==> src/rtl/oled_ctrl.sv <==
// SSD1306 sequencer: power-up wait, init LUT, optional RAM clear, then
// display arbitration of the shared I2C writer. OLED_CLEAR_EN enables CLEAR.
module oled_ctrl #(
    parameter int unsigned PWR_DLY  = 5000000,
    parameter logic [7:0]  CLR_FILL = 8'h00,
    parameter int unsigned COLS     = 128,
    parameter int unsigned PAGES    = 8
) (
    input  logic        clk_50m,
    input  logic        rst,
    output logic        o_init_req,
    input  logic [23:0] i_init_data,
    input  logic        i_init_done,
    input  logic        i_disp_req,
    input  logic [23:0] i_disp_data,
    output logic        o_disp_ack,
    input  logic        i_reinit,
    output logic        o_wr_req,
    output logic [23:0] o_wr_data,
    input  logic        i_wr_done,
    output logic        o_ready
);

    localparam int DLY_W = (PWR_DLY > 0) ? $clog2(PWR_DLY + 1) : 1;
    localparam logic [DLY_W-1:0] DLY_LAST =
        DLY_W'((PWR_DLY > 0) ? PWR_DLY - 1 : 0);

    typedef enum logic [1:0] {
        PWR,
        INIT,
        CLEAR,
        RUN
    } state_t;

    state_t           state;
    state_t           state_nx;
    logic [DLY_W-1:0] dly_cnt;
    logic             reinit_q;
    logic             reinit_pend;

    // A pulse arriving while already in RUN acts without waiting a cycle.
    assign reinit_pend = reinit_q | i_reinit;

`ifdef OLED_CLEAR_EN
    localparam logic [7:0] STEP_LAST = 8'(COLS + 2);
    localparam logic [2:0] PAGE_LAST = 3'(PAGES - 1);

    logic [7:0]  step;
    logic [2:0]  page;
    logic        clr_wrap;
    logic        clr_end;
    logic [23:0] clr_data;

    assign clr_wrap = (step == STEP_LAST);
    assign clr_end  = clr_wrap && (page == PAGE_LAST);

    always_ff @(posedge clk_50m or posedge rst) begin
        if (rst) begin
            step <= '0;
            page <= '0;
        end else if (state_nx == INIT) begin
            step <= '0;
            page <= '0;
        end else if (state == CLEAR && i_wr_done && !clr_end) begin
            if (clr_wrap) begin
                step <= '0;
                page <= page + 3'd1;
            end else begin
                step <= step + 8'd1;
            end
        end
    end

    // Page header: page address, column low nibble, column high nibble.
    always_comb begin
        clr_data = {16'h7840, CLR_FILL};
        if (step == 8'd0)
            clr_data = {16'h7800, 5'b10110, page};
        else if (step == 8'd1)
            clr_data = 24'h780000;
        else if (step == 8'd2)
            clr_data = 24'h780010;
    end
`endif

    always_ff @(posedge clk_50m or posedge rst) begin
        if (rst) begin
            state    <= PWR;
            dly_cnt  <= '0;
            reinit_q <= 1'b0;
        end else begin
            state <= state_nx;
            if (state == PWR && state_nx == PWR)
                dly_cnt <= dly_cnt + 1'b1;
            if (state == RUN && state_nx == INIT)
                reinit_q <= 1'b0;
            else if (state != PWR && i_reinit)
                reinit_q <= 1'b1;
        end
    end

    always_comb begin
        state_nx   = state;
        o_init_req = 1'b0;
        o_wr_req   = 1'b0;
        o_wr_data  = '0;
        o_disp_ack = 1'b0;
        o_ready    = 1'b0;
        unique case (state)
            PWR: begin
                if (PWR_DLY == 0 || dly_cnt == DLY_LAST)
                    state_nx = INIT;
            end
            INIT: begin
                o_init_req = 1'b1;
                o_wr_req   = 1'b1;
                o_wr_data  = i_init_data;
`ifdef OLED_CLEAR_EN
                if (i_init_done)
                    state_nx = CLEAR;
`else
                if (i_init_done)
                    state_nx = RUN;
`endif
            end
`ifdef OLED_CLEAR_EN
            CLEAR: begin
                o_wr_req  = 1'b1;
                o_wr_data = clr_data;
                if (i_wr_done && clr_end)
                    state_nx = RUN;
            end
`endif
            RUN: begin
                o_ready    = 1'b1;
                o_wr_req   = i_disp_req;
                o_wr_data  = i_disp_data;
                o_disp_ack = i_wr_done & i_disp_req;
                // An in-flight display write finishes before re-init.
                if (reinit_pend && (!i_disp_req || i_wr_done))
                    state_nx = INIT;
            end
            default: state_nx = PWR;
        endcase
    end

endmodule

==> config.mk <==
export PLATFORM = sky130hd
export DESIGN_NAME = oled_ctrl
export DESIGN_NICKNAME = d
export VERILOG_FILES = /design/src/rtl/oled_ctrl.sv
export SDC_FILE = /design/constraint.sdc
export NUM_CORES = 1
export LEC_CHECK = 0
export BUFFER_PORTS_ARGS = -buffer_cell sky130_fd_sc_hd__buf_2
export CAP_MARGIN = 25
export CORE_UTILIZATION = 30
export DETAILED_ROUTE_END_ITERATION = 8
export SLEW_MARGIN = 20
export SYNTH_ARGS = -nofsm -noshare
export SYNTH_HDL_FRONTEND = slang
export SYNTH_SLANG_ARGS = --single-unit
==> constraint.sdc <==
create_clock -name clk_50m -period 4.41 [get_ports clk_50m]
set_input_delay 0.441 -clock clk_50m [delete_from_list [all_inputs] [get_ports clk_50m]]
set_output_delay 0.441 -clock clk_50m [all_outputs]
set_load 0.005 [all_outputs]
Word level (Yosys, flattened, before mapping)
Cells that the tools add are included.
- bits in registers: 26
- output and inout bits: 28
- logic and storage cells: 31
- add/sub/neg operators: 1
- equal/unequal tests: 4
- mux-type cells: 11
- bitwise operators: 2
- reductions and logical operators: 10
- operator list (operator ; count):
    24-bit one-hot mux with 2 select lines ; 1
    23-bit by 1-bit adder with 23-bit output, second input constant ; 1
    23-bit == test, second input constant ; 1
    2-bit two-way mux ; 3
    2-bit one-hot mux with 3 select lines ; 1
    1-bit two-way mux ; 5
    2-bit by 1-bit == test with 1-bit output, second input constant ; 2
    1-bit logical AND ; 4
    2-bit logical NOT ; 2
    2-bit nonzero test ; 2
    2-bit == test, second input constant ; 1
    1-bit one-hot mux with 2 select lines ; 1
    1-bit AND ; 1
    1-bit logical NOT ; 1
    1-bit logical OR ; 1
    1-bit bitwise OR ; 1

Longest topological paths before layout
- word-level depth: 8
- depth in mapped cells: 5

Worst setup path after synthesis
OpenSTA, ideal clock, no wires.
- path type: register to register
- from: reg dly_cnt[6]
- to: reg dly_cnt[1]
- setup time: 0.125 ns
- arrival: 1.514 ns
- data required time: 4.285 ns
- path slack: 2.771 ns
- cell stages (with the launch flop): 5
- buffers on the path: 0
- cells stage by stage: dfrtp_1 or3b_4 nor4_4 a21oi_2 mux2_4
- word-level cells in the longest chain between the ends: 5
- RTL lines (item ; RTL line ; text):
    from (decl) ; 37 ; logic [DLY_W-1:0] dly_cnt;
    from (signal assigned) ; 94 ; dly_cnt <= dly_cnt + 1'b1;
    23-bit == test ; 111 ; if (PWR_DLY == 0 || dly_cnt == DLY_LAST)
    2-bit two-way mux ; 111 ;
    2-bit one-hot mux with 3 select lines ; 109 ; unique case (state)
    2-bit logical NOT ; 93 ; if (state == PWR && state_nx == PWR)
    1-bit logical AND ; 93 ;
Every way passes these cells.
A chain may end at the register's enable or synchronous reset.

Final worst setup path
- from: reg state[1]
- to: out o_disp_ack
- word-level cells in the longest chain between the ends: 2
- RTL lines (item ; RTL line ; text):
    from (decl) ; 35 ; state_t state;
    from (signal assigned) ; 92 ; state <= state_nx;
    2-bit == test ; 109 ;
    1-bit two-way mux ; 109 ;
    to (decl) ; 16 ; output logic o_disp_ack,
Every way passes these cells.

==> results.sh <==
export IMPL_finalSetupTns_ns=0
export IMPL_timing_rr_end="dly_cnt[22]$_DFFE_PP0P_"
export IMPL_grt_pass1_wl_mm=6.45
export IMPL_peakVddDrop_uv=109
export IMPL_placedInstanceArea_mm2=0.00221
export IMPL_synth_compound_area_share_pct=6.38
export IMPL_final_nets=314
export IMPL_hold_viol=0
export IMPL_wl_per_cell_um=12.2
export IMPL_grt_ovfl_total=0
export IMPL_synth_edff_count=0
export IMPL_drive_above_1_share_pct=38.0
export IMPL_grt_max_degree=32
export IMPL_syn2layout_area_growth_pct=30.8
export IMPL_clk_pin_slew_ns=0.09
export IMPL_synth_xor_area_share_pct=9.53
export IMPL_power_total_uw=428
export IMPL_ctsResizeCount=0
export IMPL_io_pins=82
export IMPL_final_setup_worst_slack_ns=1.93
export IMPL_fin_skew_ns=0.00170
export IMPL_num_vias=1539
export IMPL_cp_arrival_ns=2.04
export IMPL_synthCells=180
export IMPL_synth_top_area_cell="dfrtp_1"
export IMPL_gp_congestion=0.728
export IMPL_syn_area_mm2=0.00175
export IMPL_drc_errors=0
export IMPL_io_buffers=81
export IMPL_grt_pass1_vias=1401
export IMPL_place_ws_ns=2.11
export IMPL_die_y_um=78.3
export IMPL_reg2reg_from="state[1]$_DFF_PP0_"
export IMPL_synthAdderAreaFrac_pct=0.717
export IMPL_relSlewSlack_pct=42.6
export IMPL_ys_warn_count=0
export IMPL_maxCapViolCount=0
export IMPL_max_freq_mhz=402
export IMPL_ys_ff_latch=26
export IMPL_finalCriticalPeriod_ns=2.48
export IMPL_clk_insertion_delay_late_ns=0.27
export IMPL_postLayoutCellArea_mm2=0.00228
export IMPL_antenna_found_initial=0
export IMPL_utilization_pct=41.2
export IMPL_dieArea_mm2=0.00613
export IMPL_worst_path_max_delay_cell="dfrtp_1"
export IMPL_final_seq_area_um2=651
export IMPL_ant_nets=0
export IMPL_rsz0062_at_grt="no"
export IMPL_regToRegSetupSlack_ns=2.10
export IMPL_grtUsageTotal_pct=13.2
export IMPL_hpwlAfterDp_mm=3.05
export IMPL_root_buffer="clkbuf_8"
export IMPL_syn_area_per_cell_um2=9.70
export IMPL_dieWidth_um=78.3
export IMPL_cts_tree="built"
export IMPL_synth_top_area_share_pct=37.3
export IMPL_ctsHoldBuffers=0
export IMPL_finalSetupViolations=0
export IMPL_async_flop_share_pct=100
export IMPL_syn_num_nets=235
export IMPL_synth_simple_area_share_pct=28.3
export IMPL_cts_inserted_buffers=3
export IMPL_routed_via_density=4.66
export IMPL_outcome="completed"
export IMPL_htree_levels=1
export IMPL_core_mm2=0.00554
export IMPL_path_delay_family="flip-flops"
export IMPL_fill_cells=541
export IMPL_synth_top_family_by_area="simple AND/OR/NAND/NOR gates"
export IMPL_min_period_over_period_pct=56.3
export IMPL_cts_sinks=26
export IMPL_cpPeakStageDelay_ns=0.91
export IMPL_multi_input_area_mm2=0.00104
export IMPL_crit_buf_inv=2
export IMPL_cp_start_kind="flip-flop"
export IMPL_critical_path_class="flip-flop to output port"
export IMPL_totalWireLength_mm=4.04
export IMPL_rr_worst_depth=5
export IMPL_yosysUniqueCellTypes=40
export IMPL_worst_pin_slew_ns=0.861
export IMPL_yosys_top_cells_area="dfrtp_1, mux2i_1, nor2b_1"
export IMPL_num_rows=27
export IMPL_first_pass_iters=4
export IMPL_detail_route_iter0_violations=31
export IMPL_antenna_cells=0
export IMPL_final_common_cell="buf_2"
export IMPL_cp_max_fo=17
export IMPL_cp_cell_sequence="buf_4 > and2_1 > and3_1 > buf_2"
export IMPL_p_per_area_mw_per_mm2=188
export IMPL_ctsLongestPathBuffers=2
export IMPL_seq_area_frac_synth_pct=37.3
export IMPL_required_ns=3.97
export IMPL_synthMuxAreaShare_pct=14.6
export IMPL_slew_violations=0
export IMPL_synth_main_ff_cell="dfrtp_1"
export IMPL_cts_setup_buffers=0
export IMPL_min_path_type="input port to async pin"
export IMPL_leakage_uw=0.00114
export IMPL_layout_cells_most_common_list="buf_2, dfrtp_1, nor2b_1, mux2i_1, xor2_1"
export IMPL_start_util_pct=31.5
export IMPL_endpoint_kind="output port"
==> synth_stat cells, types with 2 or more instances <==
master	count
a211oi_1	2
inv_1	5
buf_2	2
nor3_1	5
dfrtp_1	26
and4_1	3
nor2b_1	25
clkbuf_1	7
and3_1	4
nor2_1	5
nand2_1	6
a21oi_1	8
xor2_1	15
nor4_1	3
nand3_1	8
or2_2	2
mux2i_1	24
nand4_1	4
nor4_2	2
xnor2_1	4
==> report_power, final <==
part | leakage, µW | switching (µW) | internal [µW]
registers | 0.000349 | 0 | 238
logic | 0.000763 | 14.4 | 22.1
clock network | 0.0000288 | 74.0 | 79.8
total | 0.00114 | 88.4 | 340
==> state kept, by name (all words and copies together) (netlist names) <==
name and cells:
dly_cnt 23, state 2, reinit_q 1
==> cells by family after synthesis <==
| logic type | after synthesis |
|---|---|
| buffers and inverters | 14 |
| flip-flops | 26 |
| AO/OA/AOI/OAI | 18 |
| multiplexers | 25 |
| adder cells (fa/ha/maj) | 1 |
| AND/OR/NAND/NOR | 77 |
| XOR/XNOR | 19 |
==> how the worst max path moves through the flow <==
stage                            from  cells after the start                       to  slack (ns)
5_1_grt            state[1]$_DFF_PP0_                      4               o_disp_ack        1.80
3_5_place_dp       state[1]$_DFF_PP0_                      5  dly_cnt[22]$_DFFE_PP0P_        2.11
2_1_floorplan  dly_cnt[6]$_DFFE_PP0P_                      4   dly_cnt[1]$_DFFE_PP0P_        2.77
4_1_cts            state[1]$_DFF_PP0_                      4               o_disp_ack        1.91
6_report           state[1]$_DFF_PP0_                      4               o_disp_ack        1.93
3_3_place_gp       state[1]$_DFF_PP0_                      5  dly_cnt[22]$_DFFE_PP0P_        2.18
==> cell type report <==
type,count,share of cell area [%]
Multi-Input combinational cell,140,45.6
Sequential cell,26,28.5
Timing Repair Buffer,83,18.7
Tap cell,72,3.95
Clock buffer,4,2.41
Inverter,5,0.822
==> metal layers <==
layer	track usage, %	up-vias	share of wire [%]
met3	2.67	2	3.1
met5	0	-	0
li1	-	791	-
met1	17.0	716	46
met2	22.2	30	50
met4	3.89	0	0.89
==> worst reg2reg max path: stages, from the launching register on <==
cell and delay (ns):
dfrtp_1 0.71, buf_4 0.38, nor2_2 0.34, nand4_1 0.33, nor4_2 0.32, xor2_1 0.16
==> metrics by stage <==
step	hold slack (ns)	std cells
after floorplan	0.434	180
after global placement	0.463	325
after detailed placement	0.451	325
after CTS	0.419	329
after global routing	0.136	330
final	0.121	330
(Power assumes the default switching activity.)
